File: src/rtl/bit_serializer.sv
// ---------------------------------------------------------------------------
// bit_serializer
//   Parallel-to-serial stage. A WIDTH-bit word is accepted over a valid/ready
//   handshake and driven one bit per clock on serial_out. serial_valid marks
//   each live bit. done marks the cycle that carries the last bit of a word.
//   A new word can be accepted during the last-bit cycle, so words follow each
//   other with no idle gap. pause freezes shifting while a word is in flight.
//
// Ports
//   clock        in   1      rising-edge clock for all state
//   reset        in   1      synchronous, active-low clear
//   load_data    in   WIDTH  word to serialise
//   load_valid   in   1      load_data is valid
//   load_ready   out  1      combinational; accept = load_valid && load_ready
//   pause        in   1      hold the current bit, stop advancing
//   serial_out   out  1      serial bit stream (registered)
//   serial_valid out  1      serial_out carries a live bit (registered)
//   done         out  1      last bit of a word is on serial_out (registered)
// ---------------------------------------------------------------------------
module bit_serializer #(
    parameter int WIDTH      = 8,
    parameter bit MSB_FIRST  = 1'b1,
    parameter bit IDLE_LEVEL = 1'b0
) (
    input  logic             clock,
    input  logic             reset,
    input  logic [WIDTH-1:0] load_data,
    input  logic             load_valid,
    output logic             load_ready,
    input  logic             pause,
    output logic             serial_out,
    output logic             serial_valid,
    output logic             done
);

    localparam int            CW   = (WIDTH > 1) ? $clog2(WIDTH) : 1;
    localparam logic [CW-1:0] LAST = CW'(WIDTH - 1);

    typedef enum logic {
        IDLE,
        SHIFT
    } state_t;

    state_t           state_q, state_d;
    logic [WIDTH-1:0] shift_q, shift_d;
    logic [CW-1:0]    cnt_q, cnt_d;
    logic             serial_out_q, serial_out_d;
    logic             serial_valid_q, serial_valid_d;
    logic             done_q, done_d;

    logic             last_bit;
    logic             accept;

    // Bit that leaves the word next, depending on the shift direction.
    function automatic logic head(input logic [WIDTH-1:0] w);
        return MSB_FIRST ? w[WIDTH-1] : w[0];
    endfunction

    // Word with its head bit consumed.
    function automatic logic [WIDTH-1:0] advance(input logic [WIDTH-1:0] w);
        return MSB_FIRST ? {w[WIDTH-2:0], 1'b0} : {1'b0, w[WIDTH-1:1]};
    endfunction

    // The last bit is on the line and will be retired at the coming edge,
    // which is the only point in a word where a new one may be taken.
    assign last_bit   = (state_q == SHIFT) && (cnt_q == LAST) && !pause;
    assign load_ready = reset && ((state_q == IDLE) || last_bit);
    assign accept     = load_valid && load_ready;

    always_comb begin
        state_d        = state_q;
        shift_d        = shift_q;
        cnt_d          = cnt_q;
        serial_out_d   = serial_out_q;
        serial_valid_d = serial_valid_q;
        done_d         = done_q;

        if (accept) begin
            // First bit goes straight to the output register; the remainder
            // waits in the shift register. WIDTH >= 2, so never done here.
            state_d        = SHIFT;
            cnt_d          = '0;
            serial_out_d   = head(load_data);
            shift_d        = advance(load_data);
            serial_valid_d = 1'b1;
            done_d         = 1'b0;
        end else begin
            case (state_q)
                IDLE: begin
                    serial_out_d   = IDLE_LEVEL;
                    serial_valid_d = 1'b0;
                    done_d         = 1'b0;
                end
                SHIFT: begin
                    if (pause) begin
                        // Bit, count and done hold; only the qualifier drops.
                        serial_valid_d = 1'b0;
                    end else if (cnt_q == LAST) begin
                        state_d        = IDLE;
                        cnt_d          = '0;
                        serial_out_d   = IDLE_LEVEL;
                        serial_valid_d = 1'b0;
                        done_d         = 1'b0;
                    end else begin
                        cnt_d          = cnt_q + CW'(1);
                        serial_out_d   = head(shift_q);
                        shift_d        = advance(shift_q);
                        serial_valid_d = 1'b1;
                        done_d         = ((cnt_q + CW'(1)) == LAST);
                    end
                end
                default: begin
                    state_d        = IDLE;
                    serial_out_d   = IDLE_LEVEL;
                    serial_valid_d = 1'b0;
                    done_d         = 1'b0;
                end
            endcase
        end
    end

    always_ff @(posedge clock) begin
        if (!reset) begin
            state_q        <= IDLE;
            shift_q        <= '0;
            cnt_q          <= '0;
            serial_out_q   <= IDLE_LEVEL;
            serial_valid_q <= 1'b0;
            done_q         <= 1'b0;
        end else begin
            state_q        <= state_d;
            shift_q        <= shift_d;
            cnt_q          <= cnt_d;
            serial_out_q   <= serial_out_d;
            serial_valid_q <= serial_valid_d;
            done_q         <= done_d;
        end
    end

    assign serial_out   = serial_out_q;
    assign serial_valid = serial_valid_q;
    assign done         = done_q;

endmodule

File: config.mk
export PLATFORM = sky130hd
export DESIGN_NAME = bit_serializer
export DESIGN_NICKNAME = d
export VERILOG_FILES = /design/src/rtl/bit_serializer.sv
export SDC_FILE = /design/constraint.sdc
export NUM_CORES = 1
export LEC_CHECK = 0
export BUFFER_PORTS_ARGS = -buffer_cell sky130_fd_sc_hd__buf_2
export CORE_AREA = 2 2 39 41
export CTS_BUF_LIST = sky130_fd_sc_hd__clkbuf_8
export DETAILED_ROUTE_END_ITERATION = 8
export DIE_AREA = 0 0 41 43
export PLACE_DENSITY_LB_ADDON = 0.15
export SYNTH_ARGS = -nofsm -noshare
export SYNTH_HDL_FRONTEND = slang
export SYNTH_SLANG_ARGS = --single-unit
File: constraint.sdc
create_clock -name clock -period 3.3 [get_ports clock]
set_clock_uncertainty 0.15 [all_clocks]
set_input_delay 0.495 -clock clock [delete_from_list [all_inputs] [get_ports clock]]
set_output_delay 0.495 -clock clock [all_outputs]
set_load 0.05 [all_outputs]
==> results_dict.tcl <==
set metrics [dict create \
    cellPowerDensity_nw_per_um2 501 \
    route.detailed.drc 0 \
    syn_area_um2 662 \
    n_antenna_cell 0 \
    viasPerCell 5.14 \
    yosysSeqAreaShare_pct 42.3 \
    wl_per_cell_um 11.8 \
    die_h_um 43 \
    yosys.area.top_type "dfxtp_1" \
    syn_to_final_growth_pct 19.8 \
    first_iter_violations 3 \
    worst_slew_pin_slew_ns 0.558 \
    drv_cap 0 \
    std_cell_rows 14 \
    min_from "shift_q[3]" \
    first_global_vias 520 \
    io_pins 16 \
    place_area_um2 738 \
    h-tree-depth 1 \
    post-cts-setup-buffer-count 0 \
    dp_slack_ns 1.27 \
    worstHoldPathCells 2 \
    clkLatencyLatePin_ns 0.24 \
    yosysWarnings 0 \
    dr_total_vias 570 \
    crit_arrival_ns 1.64 \
    path_clk_slew_ns 0.06 \
    r2r_end "shift_q[1]" \
    rsz0062_at_grt "false" \
    synth-seq-cells 14 \
    synth_edf_count 0 \
    hold_class "reg2reg" \
    ctsHoldBuffers 0 \
    die_w_um 41 \
    fin_crit_sh_pct 69.1 \
    gp_congestion 0.675 \
    cts_resized 0 \
    mappedNetlistNets 94 \
    grt_max_degree 15 \
    slowest_stage "dfxtp_1" \
    syn_area_per_cell_um2 8.38 \
    drt-pass1-iter-count 2 \
    cp_data_required_time_ns 2.65 \
    finalSetupTns_ns 0 \
    maxSlewViolCount 0 \
    synth-async-reset-ratio_pct 0 \
    min_period_ns 2.28 \
    grt_overflow 0 \
    hold_viol 0 \
    synth_ff_type "dfxtp_1" \
    synth_top_area_share_pct 42.3 \
    root_buffer "clkbuf_8" \
    vdd_drop_max_v 0.000286 \
    fill_cells 147 \
    outcome "complete, no violations" \
    ant_nets 0 \
    power_leakage_nw 0.346 \
    drive_above_1_share_pct 22.1 \
    io_buffers 15 \
    hold_end "shift_q[3]" \
    worstSetupStartpointType "register" \
    setup_slack_ns 1.02 \
    cp_max_fo 7 \
    clock.fmax_mhz 438 \
    core_um2 1380 \
    antenna_found_initial 0 \
    final_area_um2 793 \
    clock_path_buffers 2 \
    initial_utilization_pct 47.8 \
    grt_pass1_wl_um 2270 \
    cts_tree "yes" \
    synth_cell_type_count 24 \
    end_kind "primary output" \
    track_usage_pct 19.6 \
    relSlewSlack_pct 62.8 \
    r2r_start "cnt_q[0]" \
    syn_inst 79 \
    setup_viol 0 \
    cp_cell_sequence "ha_1 > ha_1 > nand2b_1 > a21boi_0 > buf_2" \
    yosys-top-cells-area "dfxtp_1 (42%), a21oi_1 (11%), nand2_1 (6.2%), o21ai_0 (6.0%), ha_1 (5.7%)" \
    die_area_um2 1760 \
    detailed_place_hpwl_um 941 \
    drt_wl_total_um 1310 \
    critical-path-max-stage-delay_ns 0.36 \
    cts.sinks 14 \
    nets 111 \
    setup.worst_path.class "reg2out" \
    cpMostUsedCell "ha_1" \
    r2r_setup_slack_ns 1.37 \
    cts_buffers 3 \
    reg2regPathDepth 6 \
]
[metrics by stage]
step / utilization, % / instances / power, mW / hold WS [ns]
after detailed placement: 53.3 / 107 / 0.235 / 0.296
after global routing: 57.3 / 111 / 0.419 / 0.334
after CTS: 57.3 / 111 / 0.402 / 0.306
final: 57.3 / 111 / 0.397 / 0.305
after global placement: 53.3 / 107 / 0.234 / 0.290
after floorplan: - / 79 / 0.220 / 0.275
[sequential cells by signal, indices dropped and copies added (netlist names)]
name / flops
shift_q: 7
cnt_q: 3
done: 1
serial_out: 1
serial_valid: 1
state_q: 1
[cell families after synthesis]
logic type / count (synthesis) / synth area share [%]
AO/OA/AOI/OAI: 29 / 24.6
AND/OR/NAND/NOR: 28 / 22.5
buffers and inverters: 4 / 3.40
flip-flops: 14 / 42.3
adder cells (fa/ha/maj): 3 / 5.67
multiplexers: 1 / 1.51
[worst max-delay path, delay by kind of cell, from the launching register on]
family	cells	cell delay, ns
simple gates	1	0.15
compound gates	1	0.18
buf+inv	1	0.28
flops	1	0.36
fa+ha+maj	2	0.42
[per-layer routing]
metal | share of wire (%) | wire length (um) | global-route usage (%) | vias to the layer above
li1 | - | - | - | 312
met1 | 50 | 652 | 24.1 | 250
met2 | 47 | 618 | 28.4 | 8
met3 | 2.8 | 37 | 7.85 | 0
met4 | 0 | 0 | 10.0 | 0
met5 | 0 | 0 | 0 | -
[synthesized netlist by cell type (2+ instances only)]
cell      number
o21ai_0        8
nand3_1        2
a21oi_1       15
nand2_1       11
ha_1           3
nor2b_1        2
nand2b_1       2
a21boi_0       3
clkbuf_1       2
dfxtp_1       14
nor2_1         4
[cell usage in the layout (no fill, tap or decap), types with 2 or more instances in the layout]
cell type and n:
a21boi_0 3, a21oi_1 15, buf_2 15, clkbuf_8 4, dfxtp_1 14, ha_1 3, nand2_1 11, nand2b_1 2
nand3_1 2, nor2_1 4, nor2b_1 2, o21ai_0 8
[where the power goes]
group | internal (mW) | switching (mW) | total [mW]
Sequential | 0.178 | 0.00623 | 0.184
Combinational | 0.0184 | 0.0285 | 0.0469
Clock | 0.106 | 0.0607 | 0.166
[worst max path at each step]
stage	startpoint	end	slack, ns
after floorplan	cnt_q[0]	load_ready	0.65
after global placement	cnt_q[0]	load_ready	1.33
after detailed placement	cnt_q[0]	load_ready	1.27
after CTS	cnt_q[0]	load_ready	1.00
after global routing	cnt_q[0]	load_ready	0.91
final	cnt_q[0]	load_ready	1.02
[layout make-up]
type	count	area, um^2	area share (%)
inverters	1	3.75	0.473
well taps	16	20.0	2.52
repair buffers	15	75.1	9.46
flip-flops and latches	14	280	35.3
clock buffers	4	55.1	6.94
multi-input cells	61	359	45.3
No activity file was read; power rests on OpenSTA's default activity.
